$ cat src/rtl/wb_dbg_pkg.sv
// Shared command/status codes and FSM encoding for the UART-to-Wishbone debug bridge.
package wb_dbg_pkg;

  localparam logic [7:0] CMD_WRITE = 8'h01;
  localparam logic [7:0] CMD_READ  = 8'h02;

  localparam logic [7:0] STAT_ACK = 8'h00;
  localparam logic [7:0] STAT_ERR = 8'hE1;
  localparam logic [7:0] STAT_RTY = 8'hE2;
  localparam logic [7:0] STAT_TMO = 8'hE3;

  // start + 8 data + stop
  localparam int UART_FRAME_BITS = 10;

  typedef enum logic [2:0] {
    ST_IDLE,
    ST_ADDR,
    ST_WDATA,
    ST_BUS,
    ST_STAT,
    ST_RDATA
  } state_t;

endpackage

$ cat src/rtl/dbg_uart_phy.sv
// 8N1 UART receiver/transmitter: rx emits a one-cycle byte-valid pulse,
// tx accepts a byte when tx_valid and tx_ready are both high.
module dbg_uart_phy
  import wb_dbg_pkg::*;
#(
  parameter int CLK_DIV = 434
) (
  input  logic       clk_i,
  input  logic       rst_i,
  input  logic       rxd,
  output logic       txd,
  output logic [7:0] rx_data,
  output logic       rx_valid,
  input  logic [7:0] tx_data,
  input  logic       tx_valid,
  output logic       tx_ready
);

  localparam int CNT_W = $clog2(CLK_DIV);
  localparam logic [CNT_W-1:0] FULL_BIT = CNT_W'(CLK_DIV - 1);
  localparam logic [CNT_W-1:0] HALF_BIT = CNT_W'(CLK_DIV / 2 - 1);
  localparam logic [3:0] LAST_BIT = 4'(UART_FRAME_BITS - 1);

  logic             rxd_meta, rxd_sync, rxd_last;
  logic             rx_busy;
  logic [CNT_W-1:0] rx_cnt;
  logic [3:0]       rx_bit;
  logic [7:0]       rx_shift;

  logic             tx_busy;
  logic             txd_q;
  logic [CNT_W-1:0] tx_cnt;
  logic [3:0]       tx_bit;
  logic [8:0]       tx_shift;

  // Only a falling edge arms the receiver, so a line held low after a bad stop bit is not re-read as a start.
  always_ff @(posedge clk_i) begin
    if (rst_i) begin
      rxd_meta <= 1'b1;
      rxd_sync <= 1'b1;
      rxd_last <= 1'b1;
      rx_busy  <= 1'b0;
      rx_cnt   <= '0;
      rx_bit   <= '0;
      rx_shift <= '0;
      rx_valid <= 1'b0;
    end else begin
      rxd_meta <= rxd;
      rxd_sync <= rxd_meta;
      rxd_last <= rxd_sync;
      rx_valid <= 1'b0;
      if (!rx_busy) begin
        if (rxd_last && !rxd_sync) begin
          rx_busy <= 1'b1;
          rx_cnt  <= HALF_BIT;
          rx_bit  <= '0;
        end
      end else if (rx_cnt != '0) begin
        rx_cnt <= rx_cnt - 1'b1;
      end else begin
        rx_cnt <= FULL_BIT;
        rx_bit <= rx_bit + 4'd1;
        if (rx_bit == 4'd0) begin
          if (rxd_sync) rx_busy <= 1'b0;
        end else if (rx_bit == LAST_BIT) begin
          rx_busy  <= 1'b0;
          rx_valid <= rxd_sync;
        end else begin
          rx_shift <= {rxd_sync, rx_shift[7:1]};
        end
      end
    end
  end

  assign rx_data = rx_shift;

  always_ff @(posedge clk_i) begin
    if (rst_i) begin
      tx_busy  <= 1'b0;
      txd_q    <= 1'b1;
      tx_cnt   <= '0;
      tx_bit   <= '0;
      tx_shift <= '0;
    end else if (!tx_busy) begin
      if (tx_valid) begin
        tx_busy  <= 1'b1;
        txd_q    <= 1'b0;
        tx_shift <= {1'b1, tx_data};
        tx_cnt   <= FULL_BIT;
        tx_bit   <= '0;
      end
    end else if (tx_cnt != '0) begin
      tx_cnt <= tx_cnt - 1'b1;
    end else if (tx_bit == LAST_BIT) begin
      tx_busy <= 1'b0;
    end else begin
      txd_q    <= tx_shift[0];
      tx_shift <= {1'b0, tx_shift[8:1]};
      tx_bit   <= tx_bit + 4'd1;
      tx_cnt   <= FULL_BIT;
    end
  end

  assign tx_ready = !tx_busy;
  // Reset releases the line at once rather than waiting for the next edge.
  assign txd = txd_q | rst_i;

endmodule

$ cat src/rtl/wb_dbg_master.sv
// UART-driven Wishbone debug master: host sends cmd/addr/data, bridge runs one cycle and replies.
// Optional bus timeout enabled by defining WB_DBG_TIMEOUT_EN.
module wb_dbg_master
  import wb_dbg_pkg::*;
#(
  parameter int CLK_DIV = 434,
  parameter int TIMEOUT = 255
) (
  input  logic        clk_i,
  input  logic        rst_i,
  input  logic        uart_rxd,
  output logic        uart_txd,
  output logic [31:0] wb_adr_o,
  output logic [31:0] wb_dat_o,
  input  logic [31:0] wb_dat_i,
  output logic [3:0]  wb_sel_o,
  output logic        wb_we_o,
  output logic        wb_cyc_o,
  output logic        wb_stb_o,
  input  logic        wb_ack_i,
  input  logic        wb_err_i,
  input  logic        wb_rty_i
);

  logic [7:0]  rx_data, tx_data;
  logic        rx_valid, tx_valid, tx_ready;
  state_t      state, state_next;
  logic        is_write;
  logic [1:0]  byte_cnt;
  logic [31:0] rdata;
  logic [7:0]  status, resp_status;
  logic        bus_resp, start_bus;

  dbg_uart_phy #(.CLK_DIV(CLK_DIV)) u_phy (
    .clk_i    (clk_i),
    .rst_i    (rst_i),
    .rxd      (uart_rxd),
    .txd      (uart_txd),
    .rx_data  (rx_data),
    .rx_valid (rx_valid),
    .tx_data  (tx_data),
    .tx_valid (tx_valid),
    .tx_ready (tx_ready)
  );

`ifdef WB_DBG_TIMEOUT_EN
  localparam int TMO_W = $clog2(TIMEOUT + 1);
  logic [TMO_W-1:0] tmo_cnt;

  always_ff @(posedge clk_i) begin
    if (rst_i || start_bus) tmo_cnt <= '0;
    else if (state == ST_BUS) tmo_cnt <= tmo_cnt + 1'b1;
  end
`endif

  always_ff @(posedge clk_i) begin
    if (rst_i) state <= ST_IDLE;
    else       state <= state_next;
  end

  // Error outranks retry, which outranks ack, when a slave raises several at once.
  always_comb begin
    state_next  = state;
    tx_valid    = 1'b0;
    tx_data     = status;
    bus_resp    = 1'b0;
    resp_status = STAT_ACK;
    if (wb_err_i)      resp_status = STAT_ERR;
    else if (wb_rty_i) resp_status = STAT_RTY;
    case (state)
      ST_IDLE:
        if (rx_valid && (rx_data == CMD_WRITE || rx_data == CMD_READ)) state_next = ST_ADDR;
      ST_ADDR:
        if (rx_valid && byte_cnt == 2'd3) state_next = is_write ? ST_WDATA : ST_BUS;
      ST_WDATA:
        if (rx_valid && byte_cnt == 2'd3) state_next = ST_BUS;
      ST_BUS: begin
        if (wb_ack_i || wb_err_i || wb_rty_i) begin
          bus_resp   = 1'b1;
          state_next = ST_STAT;
        end
`ifdef WB_DBG_TIMEOUT_EN
        else if (tmo_cnt == TMO_W'(TIMEOUT - 1)) begin
          bus_resp    = 1'b1;
          resp_status = STAT_TMO;
          state_next  = ST_STAT;
        end
`endif
      end
      ST_STAT: begin
        tx_valid = 1'b1;
        if (tx_ready) state_next = (!is_write && status == STAT_ACK) ? ST_RDATA : ST_IDLE;
      end
      ST_RDATA: begin
        tx_valid = 1'b1;
        case (byte_cnt)
          2'd0:    tx_data = rdata[31:24];
          2'd1:    tx_data = rdata[23:16];
          2'd2:    tx_data = rdata[15:8];
          default: tx_data = rdata[7:0];
        endcase
        if (tx_ready && byte_cnt == 2'd3) state_next = ST_IDLE;
      end
      default: state_next = ST_IDLE;
    endcase
  end

  assign start_bus = (state != ST_BUS) && (state_next == ST_BUS);

  always_ff @(posedge clk_i) begin
    if (rst_i) begin
      wb_adr_o <= '0;
      wb_dat_o <= '0;
      wb_sel_o <= '0;
      wb_we_o  <= 1'b0;
      wb_cyc_o <= 1'b0;
      wb_stb_o <= 1'b0;
      is_write <= 1'b0;
      byte_cnt <= '0;
      rdata    <= '0;
      status   <= '0;
    end else begin
      case (state)
        ST_IDLE:
          if (rx_valid) begin
            is_write <= (rx_data == CMD_WRITE);
            byte_cnt <= '0;
          end
        ST_ADDR:
          if (rx_valid) begin
            wb_adr_o <= {wb_adr_o[23:0], rx_data};
            byte_cnt <= byte_cnt + 2'd1;
          end
        ST_WDATA:
          if (rx_valid) begin
            wb_dat_o <= {wb_dat_o[23:0], rx_data};
            byte_cnt <= byte_cnt + 2'd1;
          end
        ST_BUS:
          if (bus_resp) begin
            wb_cyc_o <= 1'b0;
            wb_stb_o <= 1'b0;
            wb_we_o  <= 1'b0;
            wb_sel_o <= '0;
            status   <= resp_status;
            byte_cnt <= '0;
            if (!is_write && resp_status == STAT_ACK) rdata <= wb_dat_i;
          end
        ST_RDATA:
          if (tx_ready) byte_cnt <= byte_cnt + 2'd1;
        default: ;
      endcase
      if (start_bus) begin
        wb_cyc_o <= 1'b1;
        wb_stb_o <= 1'b1;
        wb_sel_o <= 4'hF;
        wb_we_o  <= is_write;
      end
    end
  end

endmodule

$ cat config.mk
export PLATFORM = sky130hd
export DESIGN_NAME = wb_dbg_master
export DESIGN_NICKNAME = d
export VERILOG_FILES = /design/src/rtl/wb_dbg_pkg.sv /design/src/rtl/dbg_uart_phy.sv /design/src/rtl/wb_dbg_master.sv
export SDC_FILE = /design/constraint.sdc
export NUM_CORES = 1
export LEC_CHECK = 0
export ABC_AREA = 1
export CORE_UTILIZATION = 46
export CTS_CLUSTER_SIZE = 30
export DETAILED_ROUTE_END_ITERATION = 12
export PLACE_DENSITY = 0.73
export RECOVER_POWER = 100
export SYNTH_ARGS = -nofsm -noshare
export SYNTH_HDL_FRONTEND = slang
export SYNTH_SLANG_ARGS = --single-unit
$ cat constraint.sdc
create_clock -name clk_i -period 1.45 [get_ports clk_i]
set_input_delay 0.435 -clock clk_i [delete_from_list [all_inputs] [get_ports clk_i]]
set_output_delay 0.435 -clock clk_i [all_outputs]
set_load 0.005 [all_outputs]
==> run_results.csv <==
group,metric,value,unit
timing,skew,0.00726,ns
worst_setup_path,crit_path_start_kind,"flop",
global_route,track_usage,0.227,
worst_hold_path,hp-class,"reg -> reg",
logic_synthesis,ys_ff_latch,157,
cts,cts.reportedPaths.clkPinSlew,0.06,ns
drt,route.detailed.drc,0,
floorplan,floorplan.rows,43,
placement,gp_congestion,0.796,
cells_and_area,final_cell_mix,"nor2_1 (161), nand2_1 (103), o21ai_0 (98), dfxtp_1 (92), buf_4 (80)",
cts,h-tree-depth,4,
logic_synthesis,postSynthCellCount,907,
placement,numPortBuffers,109,
worst_setup_path,arrival,1.07,ns
cts,cts.sinks,157,
cts,cts.path.max_buffers,2,
status,outcome,"complete, but fails checks",
cts,cts_buffers,17,
timing,fmaxAchievable,664,MHz
timing,setup_viol,3,
logic_synthesis,synth_top_family_by_area,"simple AND/OR/NAND/NOR gates",
worst_setup_path,cp.buffers_inverters,1,
power_and_ir_drop,power_density,935,nW/µm²
cells_and_area,fillers,1049,
timing,layout_min_cycle_time,1.51,ns
cts,cts_tree,"yes",
logic_synthesis,synth_area,6660,µm²
timing,period_share,1.04,
worst_hold_path,min-delay-start,"u_phy.rxd_meta",
cells_and_area,postLayoutCoreUtil,0.708,
logic_synthesis,async_flop_share,0,
job,maxCapViolations,0,
floorplan,dieWidth,122,µm
floorplan,io_pins,110,
logic_synthesis,synthMuxAreaShare,0,
timing,setup_slack,-0.0563,ns
worst_setup_path,critPathLaunch,"u_phy.txd_q",
logic_synthesis,ys.flop_type,"dfxtp_1",
floorplan,dieHeight,122,µm
floorplan,dieArea,15000,µm²
logic_synthesis,synth_fa_ha_area_frac,0.0225,
global_route,grt-ovfl-total,0,
power_and_ir_drop,p_leak,4.24,nW
cells_and_area,area_growth,48.6,%
drt,drt-total-wl,18300,µm
worst_setup_path,reg2reg_from,"byte_cnt[1]",
drt,wl_per_cell,14.2,µm
logic_synthesis,synth-simple-area-share,0.237,
placement,hpwl,10600,µm
worst_setup_path,endpoint_kind,"output port",
drt,drtIter0Drc,418,
worst_setup_path,required,1.02,ns
drt,drtAntennaViolNets,0,
global_route,grt_max_degree,41,
floorplan,start_util,0.476,
worst_setup_path,cp_slowest_cell,"dfxtp_2",
timing,tns,-0.0671,ns
logic_synthesis,yosysWarnings,0,
logic_synthesis,synth_xor_area_frac,0.0118,
logic_synthesis,seq_area_frac_synth,0.472,
placement,pre_cts_ws,-0.588,ns
timing,grt_setup_unrepaired,"true",
global_route,grt_first_pass_wirelength,27300,µm
logic_synthesis,synth_edf_count,0,
drt,num_vias,6550,
cells_and_area,diodes,0,
drt,vias_per_cell,5.10,
cells_and_area,layout.nets,1141,
cells_and_area,drive_gt1_frac,0.330,
global_route,grt_antenna_before_repair,0,
worst_setup_path,worstPathCellList,"or2_4 > buf_6",
timing,slew_headroom,0.779,
worst_setup_path,critPathTopFamily,"flip-flops",
timing,hold_viol_final,0,
cts,clkLatencyLatePin,0.42,ns
power_and_ir_drop,peakVddDrop,952,µV
logic_synthesis,syn-num-nets,957,
status,failed_checks,"setup timing",
cts,cts-root-buf,"clkbuf_16",
logic_synthesis,synth-compound-area-share,0.176,
worst_setup_path,critPathMaxStageDelay,0.32,ns
timing,slew_viol_final,0,
logic_synthesis,ys_types,35,
logic_synthesis,avgSynthCellArea,7.34,µm²
timing,worstMarginPinSlew,0.331,ns
worst_setup_path,path_class,"reg -> out",
floorplan,coreArea,14000,µm²
global_route,grt_pass1_vias,5826,
drt,dr.pass1.iters,5,
worst_setup_path,critPathMaxFanout,2,
cells_and_area,layout_commonest_cell,"nor2_1",
worst register-to-register path: cells and delay by family, from the launching register on:
family	cells	cell delay, ns
AOI/OAI and AO/OA	3	0.40
DFF	1	0.37
and+or+nand+nor	3	0.20
adders and majority gates	1	0.20
buffers and inverters	1	0.17
report_power, final:
part	leakage, nW	internal [mW]	switching [mW]	total (mW)
Sequential	1.30	4.33	0.0249	4.36
Combinational	2.66	0.270	0.298	0.568
Clock	0.280	2.46	1.88	4.34
metal layers:
metal  track usage  up-vias  wire, µm
li1              -     3320         -
met1         0.288     3007      8050
met2         0.388      202      8970
met3        0.0548       21      1020
met4        0.0488        0       212
met5             0        -         0
cells by family (layout without fill, tap and decap cells):
logic type / count (synthesis) / after routing
adders and majority gates: 12 / 12
and+or+nand+nor: 377 / 380
xor gates and xnor gates: 9 / 9
buffers and inverters: 127 / 321
DFF: 157 / 157
AOI/OAI and AO/OA: 225 / 225
final timing paths:
kind                                           to  slack, ns  cells past startpoint
worst max-delay path                     uart_txd      -0.06                      2
worst min-delay path               u_phy.rxd_sync       0.43                      1
worst max register to register  u_phy.tx_shift[0]      -0.01                      8
worst min register to register     u_phy.rxd_sync       0.43                      1
cells in the mapped netlist (2+ instances only):
| library cell | number | area [µm²] |
|---|---|---|
| nand4_1 | 8 | 50.1 |
| nand2_1 | 121 | 454 |
| nand3_2 | 2 | 20.0 |
| o31ai_1 | 2 | 15.0 |
| a21oi_1 | 81 | 405 |
| a211oi_1 | 5 | 37.5 |
| inv_1 | 70 | 263 |
| o21ai_1 | 7 | 35.0 |
| dfxtp_1 | 157 | 3140 |
| nand3_1 | 32 | 160 |
| nand2_2 | 4 | 25.0 |
| nor2_1 | 191 | 717 |
| inv_2 | 5 | 18.8 |
| o211ai_1 | 9 | 67.6 |
| buf_2 | 19 | 95.1 |
| clkbuf_1 | 23 | 86.3 |
| o21ai_0 | 118 | 591 |
| buf_6 | 2 | 22.5 |
| buf_4 | 7 | 52.6 |
| xor2_1 | 8 | 70.1 |
| ha_1 | 12 | 150 |
| or2_2 | 5 | 31.3 |
| nor2_2 | 7 | 43.8 |
layout make-up:
class                   instances  area [µm²]  share of cell area
multi-input cells             626        3540               0.358
repair inverters                1        7.51            0.000758
clock buffers                  20         447              0.0451
inverters                      76         302              0.0305
repair buffers                212        2010               0.203
clock inverters                12         126              0.0128
well taps                     180         225              0.0227
flip-flops and latches        157        3240               0.327
state kept, by name (all words and copies together) (netlist names):
signal          cells
u_phy.tx_bit        4
u_phy.rx_cnt        9
status              3
wb_sel_o            1
is_write            1
u_phy.rxd_last      1
u_phy.tx_shift      9
u_phy.rx_busy       1
u_phy.rx_data       8
u_phy.rx_bit        4
u_phy.rxd_sync      1
wb_adr_o           32
u_phy.rx_valid      1
u_phy.tx_busy       1
byte_cnt            2
wb_we_o             1
u_phy.txd_q         1
wb_dat_o           32
u_phy.tx_cnt        9
rdata              32
state               3
u_phy.rxd_meta      1
per-stage QoR:
step	std cells	hold slack (ns)	area [µm²]	power [mW]
after detailed placement	1219	0.396	8340	4.92
after CTS	1270	0.412	9230	9.25
after global placement	1219	0.394	8340	4.92
after floorplan	907	0.389	6690	4.70
final	1284	0.425	9900	9.26
after global routing	1284	0.443	9900	9.55
repair_timing:
action	4_1_cts	5_1_grt
pin swaps	11	40
cloned	3	6
endpoints found under the setup margin	125	162
resized for setup	222	213
setup buffers	17	8
hold buffers	0	0
Power figures use the tool's default switching activity.
